**src/rtl/apb_completer.sv**
```systemverilog
// APB completer backed by a small byte-strobed register file.
// Responses are fully registered and stretched by a fixed number of wait states.
module apb_completer #(
  parameter int unsigned ADDR_WIDTH  = 16,
  parameter int unsigned DATA_WIDTH  = 32,
  parameter int unsigned STRB_WIDTH  = DATA_WIDTH / 8,
  parameter int unsigned NUM_REGS    = 16,
  parameter int unsigned WAIT_STATES = 1
) (
  input  logic                  PCLK,
  input  logic                  PRESET,
  input  logic                  PSEL,
  input  logic                  PENABLE,
  input  logic                  PWRITE,
  input  logic [ADDR_WIDTH-1:0] PADDR,
  input  logic [DATA_WIDTH-1:0] PWDATA,
  input  logic [STRB_WIDTH-1:0] PSTRB,
  output logic                  PREADY,
  output logic [DATA_WIDTH-1:0] PRDATA,
  output logic                  PSLVERR
);

  localparam int unsigned ALIGNBITS = $clog2(STRB_WIDTH);
  localparam int unsigned IDXBITS   = $clog2(NUM_REGS);

  localparam logic [ADDR_WIDTH-1:0] ALIGN_MASK = ADDR_WIDTH'(STRB_WIDTH - 1);
  localparam logic [ADDR_WIDTH-1:0] REG_LIMIT  = ADDR_WIDTH'(NUM_REGS);
  localparam logic [3:0]            WAIT_INIT  = 4'(WAIT_STATES);

  typedef enum logic [0:0] {StIdle, StAccess} state_e;

  state_e                r_state;
  logic [3:0]            r_cnt;
  logic                  r_ready;
  logic [DATA_WIDTH-1:0] r_rdata;
  logic                  r_slverr;
  logic                  r_write;
  logic                  r_err;
  logic [IDXBITS-1:0]    r_idx;
  logic [DATA_WIDTH-1:0] r_wdata;
  logic [STRB_WIDTH-1:0] r_strb;
  logic [DATA_WIDTH-1:0] r_regs [NUM_REGS];

  logic [ADDR_WIDTH-1:0] w_word;
  logic [IDXBITS-1:0]    w_idx;
  logic                  w_err;

  always_comb begin
    w_word = PADDR >> ALIGNBITS;
    w_idx  = PADDR[ALIGNBITS +: IDXBITS];
    w_err  = (|(PADDR & ALIGN_MASK)) || (w_word >= REG_LIMIT);
  end

  always_ff @(posedge PCLK or posedge PRESET) begin
    if (PRESET) begin
      r_state  <= StIdle;
      r_cnt    <= '0;
      r_ready  <= 1'b0;
      r_rdata  <= '0;
      r_slverr <= 1'b0;
      r_write  <= 1'b0;
      r_err    <= 1'b0;
      r_idx    <= '0;
      r_wdata  <= '0;
      r_strb   <= '0;
      for (int i = 0; i < NUM_REGS; i++) begin
        r_regs[i] <= '0;
      end
    end else begin
      unique case (r_state)
        StIdle: begin
          // PENABLE high without a preceding setup phase is ignored here.
          if (PSEL && !PENABLE) begin
            r_state  <= StAccess;
            r_write  <= PWRITE;
            r_err    <= w_err;
            r_idx    <= w_idx;
            r_wdata  <= PWDATA;
            r_strb   <= PSTRB;
            r_cnt    <= WAIT_INIT;
            r_ready  <= (WAIT_STATES == 0);
            r_slverr <= w_err;
            r_rdata  <= (!PWRITE && !w_err) ? r_regs[w_idx] : '0;
          end
        end
        StAccess: begin
          if (!PSEL) begin
            r_state  <= StIdle;
            r_ready  <= 1'b0;
            r_rdata  <= '0;
            r_slverr <= 1'b0;
          end else if (PENABLE) begin
            if (r_ready) begin
              if (r_write && !r_err) begin
                for (int b = 0; b < STRB_WIDTH; b++) begin
                  if (r_strb[b]) begin
                    r_regs[r_idx][8*b +: 8] <= r_wdata[8*b +: 8];
                  end
                end
              end
              r_state  <= StIdle;
              r_ready  <= 1'b0;
              r_rdata  <= '0;
              r_slverr <= 1'b0;
            end else begin
              r_cnt   <= r_cnt - 4'd1;
              r_ready <= (r_cnt == 4'd1);
            end
          end
        end
        default: r_state <= StIdle;
      endcase
    end
  end

  assign PREADY  = r_ready;
  assign PRDATA  = r_rdata;
  assign PSLVERR = r_slverr;

endmodule

```
**config.mk**
```make
export PLATFORM = sky130hd
export DESIGN_NAME = apb_completer
export DESIGN_NICKNAME = d
export VERILOG_FILES = /design/src/rtl/apb_completer.sv
export SDC_FILE = /design/constraint.sdc
export NUM_CORES = 1
export LEC_CHECK = 0
export ABC_AREA = 0
export BUFFER_PORTS_ARGS = -buffer_cell sky130_fd_sc_hd__buf_2
export CELL_PAD_IN_SITES_DETAIL_PLACEMENT = 0
export CELL_PAD_IN_SITES_GLOBAL_PLACEMENT = 1
export CORE_MARGIN = 3
export CORE_UTILIZATION = 45
export DETAILED_ROUTE_END_ITERATION = 16
export GPL_TIMING_DRIVEN = 0
export PLACE_DENSITY = 0.84
export RECOVER_POWER = 50
export SKIP_CTS_REPAIR_TIMING = 1
export SYNTH_ARGS = -nofsm -noshare
export SYNTH_HDL_FRONTEND = slang
export SYNTH_SLANG_ARGS = --single-unit
```
**constraint.sdc**
```tcl
create_clock -name PCLK -period 17.5 [get_ports PCLK]
set_clock_uncertainty 0.1 [all_clocks]
set_input_delay 1.75 -clock PCLK [delete_from_list [all_inputs] [get_ports PCLK]]
set_output_delay 1.75 -clock PCLK [all_outputs]
set_load 0.03 [all_outputs]
```
Yosys cells after proc, flatten, opt, wreduce, memory -nomap -nowiden. Index checks and enable logic that the tools add are counted.

Order comparisons: 4. $add $sub $neg: 1. Bitwise gates (word level): 3. Reductions and logical operators: 15. Eq/ne operators: 7. Mux-type cells: 60.

Operators by type and width (number): two-way mux 512 bit (19); bitwise mux 512 bit (4); demux 32 bit (select 4 bit) (4); two-way mux 32 bit (8); binary-select mux 32 bit (select 4 bit) (1); case mux 32 bit (2 select lines) (1); two-way mux 24 bit (1); two-way mux 16 bit (1); two-way mux 4 bit (4); greater-or-equal comparator 14 x 5 -> 1 bit (second input constant) (1); two-way mux 1 bit (12); greater-or-equal comparator 5 bit (second input constant) (2); inverter 4 -> 5 bit (2); two-way mux 8 bit (1); inequality test 2 bit (second input constant) (4); case mux 4 bit (2 select lines) (1); case mux 1 bit (2 select lines) (3); < comparator 5 x 1 -> 1 bit (second input constant) (1); AND reduction 5 bit (1); equality test 4 x 1 -> 1 bit (second input constant) (1); logical AND 1 bit (4); logical NOT 1 bit (4); AND reduction 2 bit (2); AND reduction 4 bit (1); 7 further kinds (7).

Output and inout bits: 34. Input port bits: 57. Word-level logic and storage cells: 116. Bits in registers: 593.

Depth between registers and ports, before layout.
Word-level depth: 28. Gate-level depth with buffers: 8. Depth with buffers taken out: 7.

Worst setup path before layout. No wires, ideal clock.

Path kind: input -> register. Start: input PENABLE. End: register r_rdata[21] (netlist: PRDATA[21]). Library setup time: 0.095 ns. Data arrival time: 3.185 ns. Stages: 7. Buffers on the path: 2. Setup slack: 14.120 ns. Required time: 17.305 ns. Cells stage by stage: nand2b_1 -> ha_1 -> nor2_1 -> or4b_1 -> clkbuf_1 -> buf_2 -> o31ai_1.

Word-level cells in the longest chain between the ends: 4. Elaborated cells between the ends (all ways): 5. Those cells by class: 2 x eq/ne; 3 x reduce/logical.

Ends and longest elaborated chain: from (decl) (line 13) `input logic PENABLE,`; logical NOT 1 bit (line 73) `if (PSEL && !PENABLE) begin`; logical AND 1 bit (line 73); inequality test 2 bit (no source line); AND reduction 3 bit (no source line) *; to (signal assigned) (line 83) `r_rdata <= (!PWRITE && !w_err) ? r_regs[w_idx] : '0;`; to (decl) (line 35) `logic [DATA_WIDTH-1:0] r_rdata;`.

Mark *: on every way between the ends. The rest lies on a longest branch, timed or not. A chain may end at the register's enable or synchronous reset.

==> results.cfg <==
[run_status]
outcome = finished, violations left
violations = capacitance limit, slew limit

[global_routing]
antenna_found_initial = 0
grtUsageTotal_pct = 22.32
grt_pass1_vias = 17670
grt_max_degree = 46
grt_pass1_wl_microns = 104200
grt-ovfl-total = 0

[cts]
root_buffer = clkbuf_16
clock-sinks = 593
clock_latency_ns = 0.60
cts_buffer_depth = 3
htree_levels = 3
cts_tree = built
clkTransAtPathRegs_ns = 0.06
numCtsBuffers = 66

[logic_synthesis]
async_flop_share_pct = 100.0
ys_ff_latch = 593
yosys_warnings = 0
synth-seq-area-share_pct = 56.17
synth_commonest_cells = 593 x dfrtp_1, 550 x mux2_2, 253 x mux2i_1
synth_nets = 2033
synth_cell_type_count = 31
syn_inst = 1971
synth_top_area_cell = dfrtp_1
synth_area_leaders = dfrtp_1 56%, mux2_2 23%, mux2i_1 9.6%
synth.most_common_cell = dfrtp_1
netlist_area_sq_um = 26420
syn_avg_cell_area_sq_um = 13.40
synth_top_area_share_pct = 56.17
synth-edff-count = 0
synthFlopType = dfrtp_1

[power_and_ir_drop]
netSwitchingFraction_pct = 25.17
powerDensity_nw_per_um2 = 102.6
ir_worst_vdd_mv = 0.06350
switchingPower_uw = 776.7
pwr-share-clk_pct = 45.3
p_int_mw = 2.309
power_frac_seq_pct = 47.0
pwr-share-comb_pct = 7.7
p_leak_nw = 14.94

[critical_path]
worstPathArrival_ns = 9.06
crit_top_cell = clkbuf_1
crit_path_cell_trace = buf_2, clkinvlp_2, clkbuf_1, clkbuf_1, clkbuf_1, clkbuf_1
crit_fanout = 44
critPathLaunchType = input pin
endpoint_kind = async pin
path_class = in2async
required_ns = 17.75
crit_buf_inv = 6
crit_family = buffers and inverters
critPathSlowestCell = clkbuf_1
critPathMaxStageDelay_ns = 1.74
path_depth = 6
reg2reg_depth = 5

[final_layout]
diodes = 0
nets = 2204
stdcell_count = 2951
drive_above_1_share_pct = 34.13
syn_to_final_growth_pct = 13.87
fill_cells = 4906

[route]
route.vias.total = 16780
ant_nets = 0
route.detailed.drc = 0
wire_per_inst_microns = 23.02
vias_per_cell = 5.687
wl_microns = 67930
drtIter0Drc = 1161
first_pass_iters = 5

[die]
rows = 88
die_area_sq_um = 61650
io_pins = 91
fp.dieW_microns = 248.3
coreArea_sq_um = 57920
die_h_microns = 248.3
start_util_pct = 45.62

[sta]
fmax_mhz = 113.6
tightest_slew_ns = 2.394
finalCriticalPeriod_ns = 8.803
max-slew-margin-rel_pct = -59.57
min_period_over_period_pct = 50.30
finalHoldViolations = 0
setup_violations = 0
rsz0062_at_grt = false
slew_viol_final = 379
tns_ns = 0

[place]
dp_hpwl_microns = 46200
port_buffers = 89
numPlacedInstances = 2839
gp_congestion = 0.8346

[run]
cap_violations = 11

[worst_hold_path]
hold_depth = 2
min_path_type = reg2reg
-- through the flow --
step	power, mW	setup WS [ns]	hold slack [ns]	cell area [sq um]	utilization (%)
detailed placement	1.718	12.81	0.3707	28110	48.53
floorplan	1.612	7.565	0.3714	26420	-
finish	3.086	8.697	0.3851	30080	51.94
CTS	3.121	13.43	0.3836	30290	52.31
global placement	1.699	4.825	0.3659	27830	48.04
global route	3.203	7.095	0.4095	30080	51.94
-- power groups by stage --
stage	Combinational [mW]	Clock, mW	Sequential [mW]
after global placement	0.225	0	1.47
after CTS	0.245	1.43	1.45
after detailed placement	0.243	0	1.47
after floorplan	0.151	0	1.46
final	0.237	1.40	1.45
after global routing	0.262	1.48	1.46
-- worst paths after layout --
kind                                        startpoint                 endpoint  slack (ns)
worst max-delay path                            PRESET   r_wdata[9]$_DFFE_PP0P_        8.70
max in group PCLK                              PENABLE    r_regs[2]$_DFFE_PP0P_       13.44
worst min-delay path            PRDATA[31]$_DFFE_PP0P_   PRDATA[31]$_DFFE_PP0P_        0.39
worst max register to register       r_err$_DFFE_PP0P_    r_regs[2]$_DFFE_PP0P_       14.29
worst min register to register  PRDATA[31]$_DFFE_PP0P_   PRDATA[31]$_DFFE_PP0P_        0.39
min in group asynchronous                       PRESET  r_wdata[26]$_DFFE_PP0P_        1.39
-- per-layer routing --
layer | part of all wire, % | vias up | GRT usage (%)
li1 | - | 7509 | -
met5 | 0 | - | 0
met3 | 5.0 | 123 | 3.746
met2 | 47 | 433 | 35.98
met4 | 3.8 | 0 | 9.334
met1 | 44 | 8716 | 30.05
-- worst min-delay path: cells and delay by family (launching register included) --
family	cells	cell delay (ns)
AO/OA/AOI/OAI	1	0.05
flip-flops	1	0.34
AND/OR/NAND/NOR	1	0.05
-- registers in the layout, summed over array words and instances (netlist names) --
register  cells
PRDATA       32
PREADY        1
PSLVERR       1
r_cnt         4
r_err         1
r_idx         4
r_regs      512
r_state       1
r_strb        4
r_wdata      32
r_write       1
-- cells by family (layout without fill, tap and decap cells) --
family	count (synthesis)	in the layout	share of synthesized area (%)
mux	805	805	33.20
flops	593	593	56.17
simple gates	272	272	4.513
compound gates	175	175	4.002
buf+inv	121	336	1.880
fa+ha+maj	5	5	0.2368
-- cell usage in the layout, fill, tap and decap left out, types with 4 or more instances in the layout --
cell type	synthesis	layout
clkinv_2	0	6
nor2_1	72	72
mux2i_1	253	253
inv_6	0	5
nor3_1	70	73
bufinv_16	0	5
nor4_1	4	4
buf_12	0	5
mux2_2	550	549
clkbuf_16	0	67
o31ai_1	34	34
dfrtp_1	593	593
ha_1	5	5
clkbuf_8	0	15
nand2b_1	7	7
inv_1	11	10
o21ai_0	70	71
buf_2	34	86
nand2_1	106	106
clkbuf_1	76	133
o22ai_1	64	64
-- final cells by class --
type	count	area (sq um)	area share, %
Clock buffer	93	1924	6.397
Tap cell	765	957.2	3.182
Clock inverter	19	264.0	0.8776
Buffer	110	454.2	1.510
Timing Repair Buffer	103	534.3	1.776
Multi-Input combinational cell	1257	11070	36.79
Inverter	11	42.54	0.1414
Sequential cell	593	14840	49.33
Power figures use the tool's default switching activity.
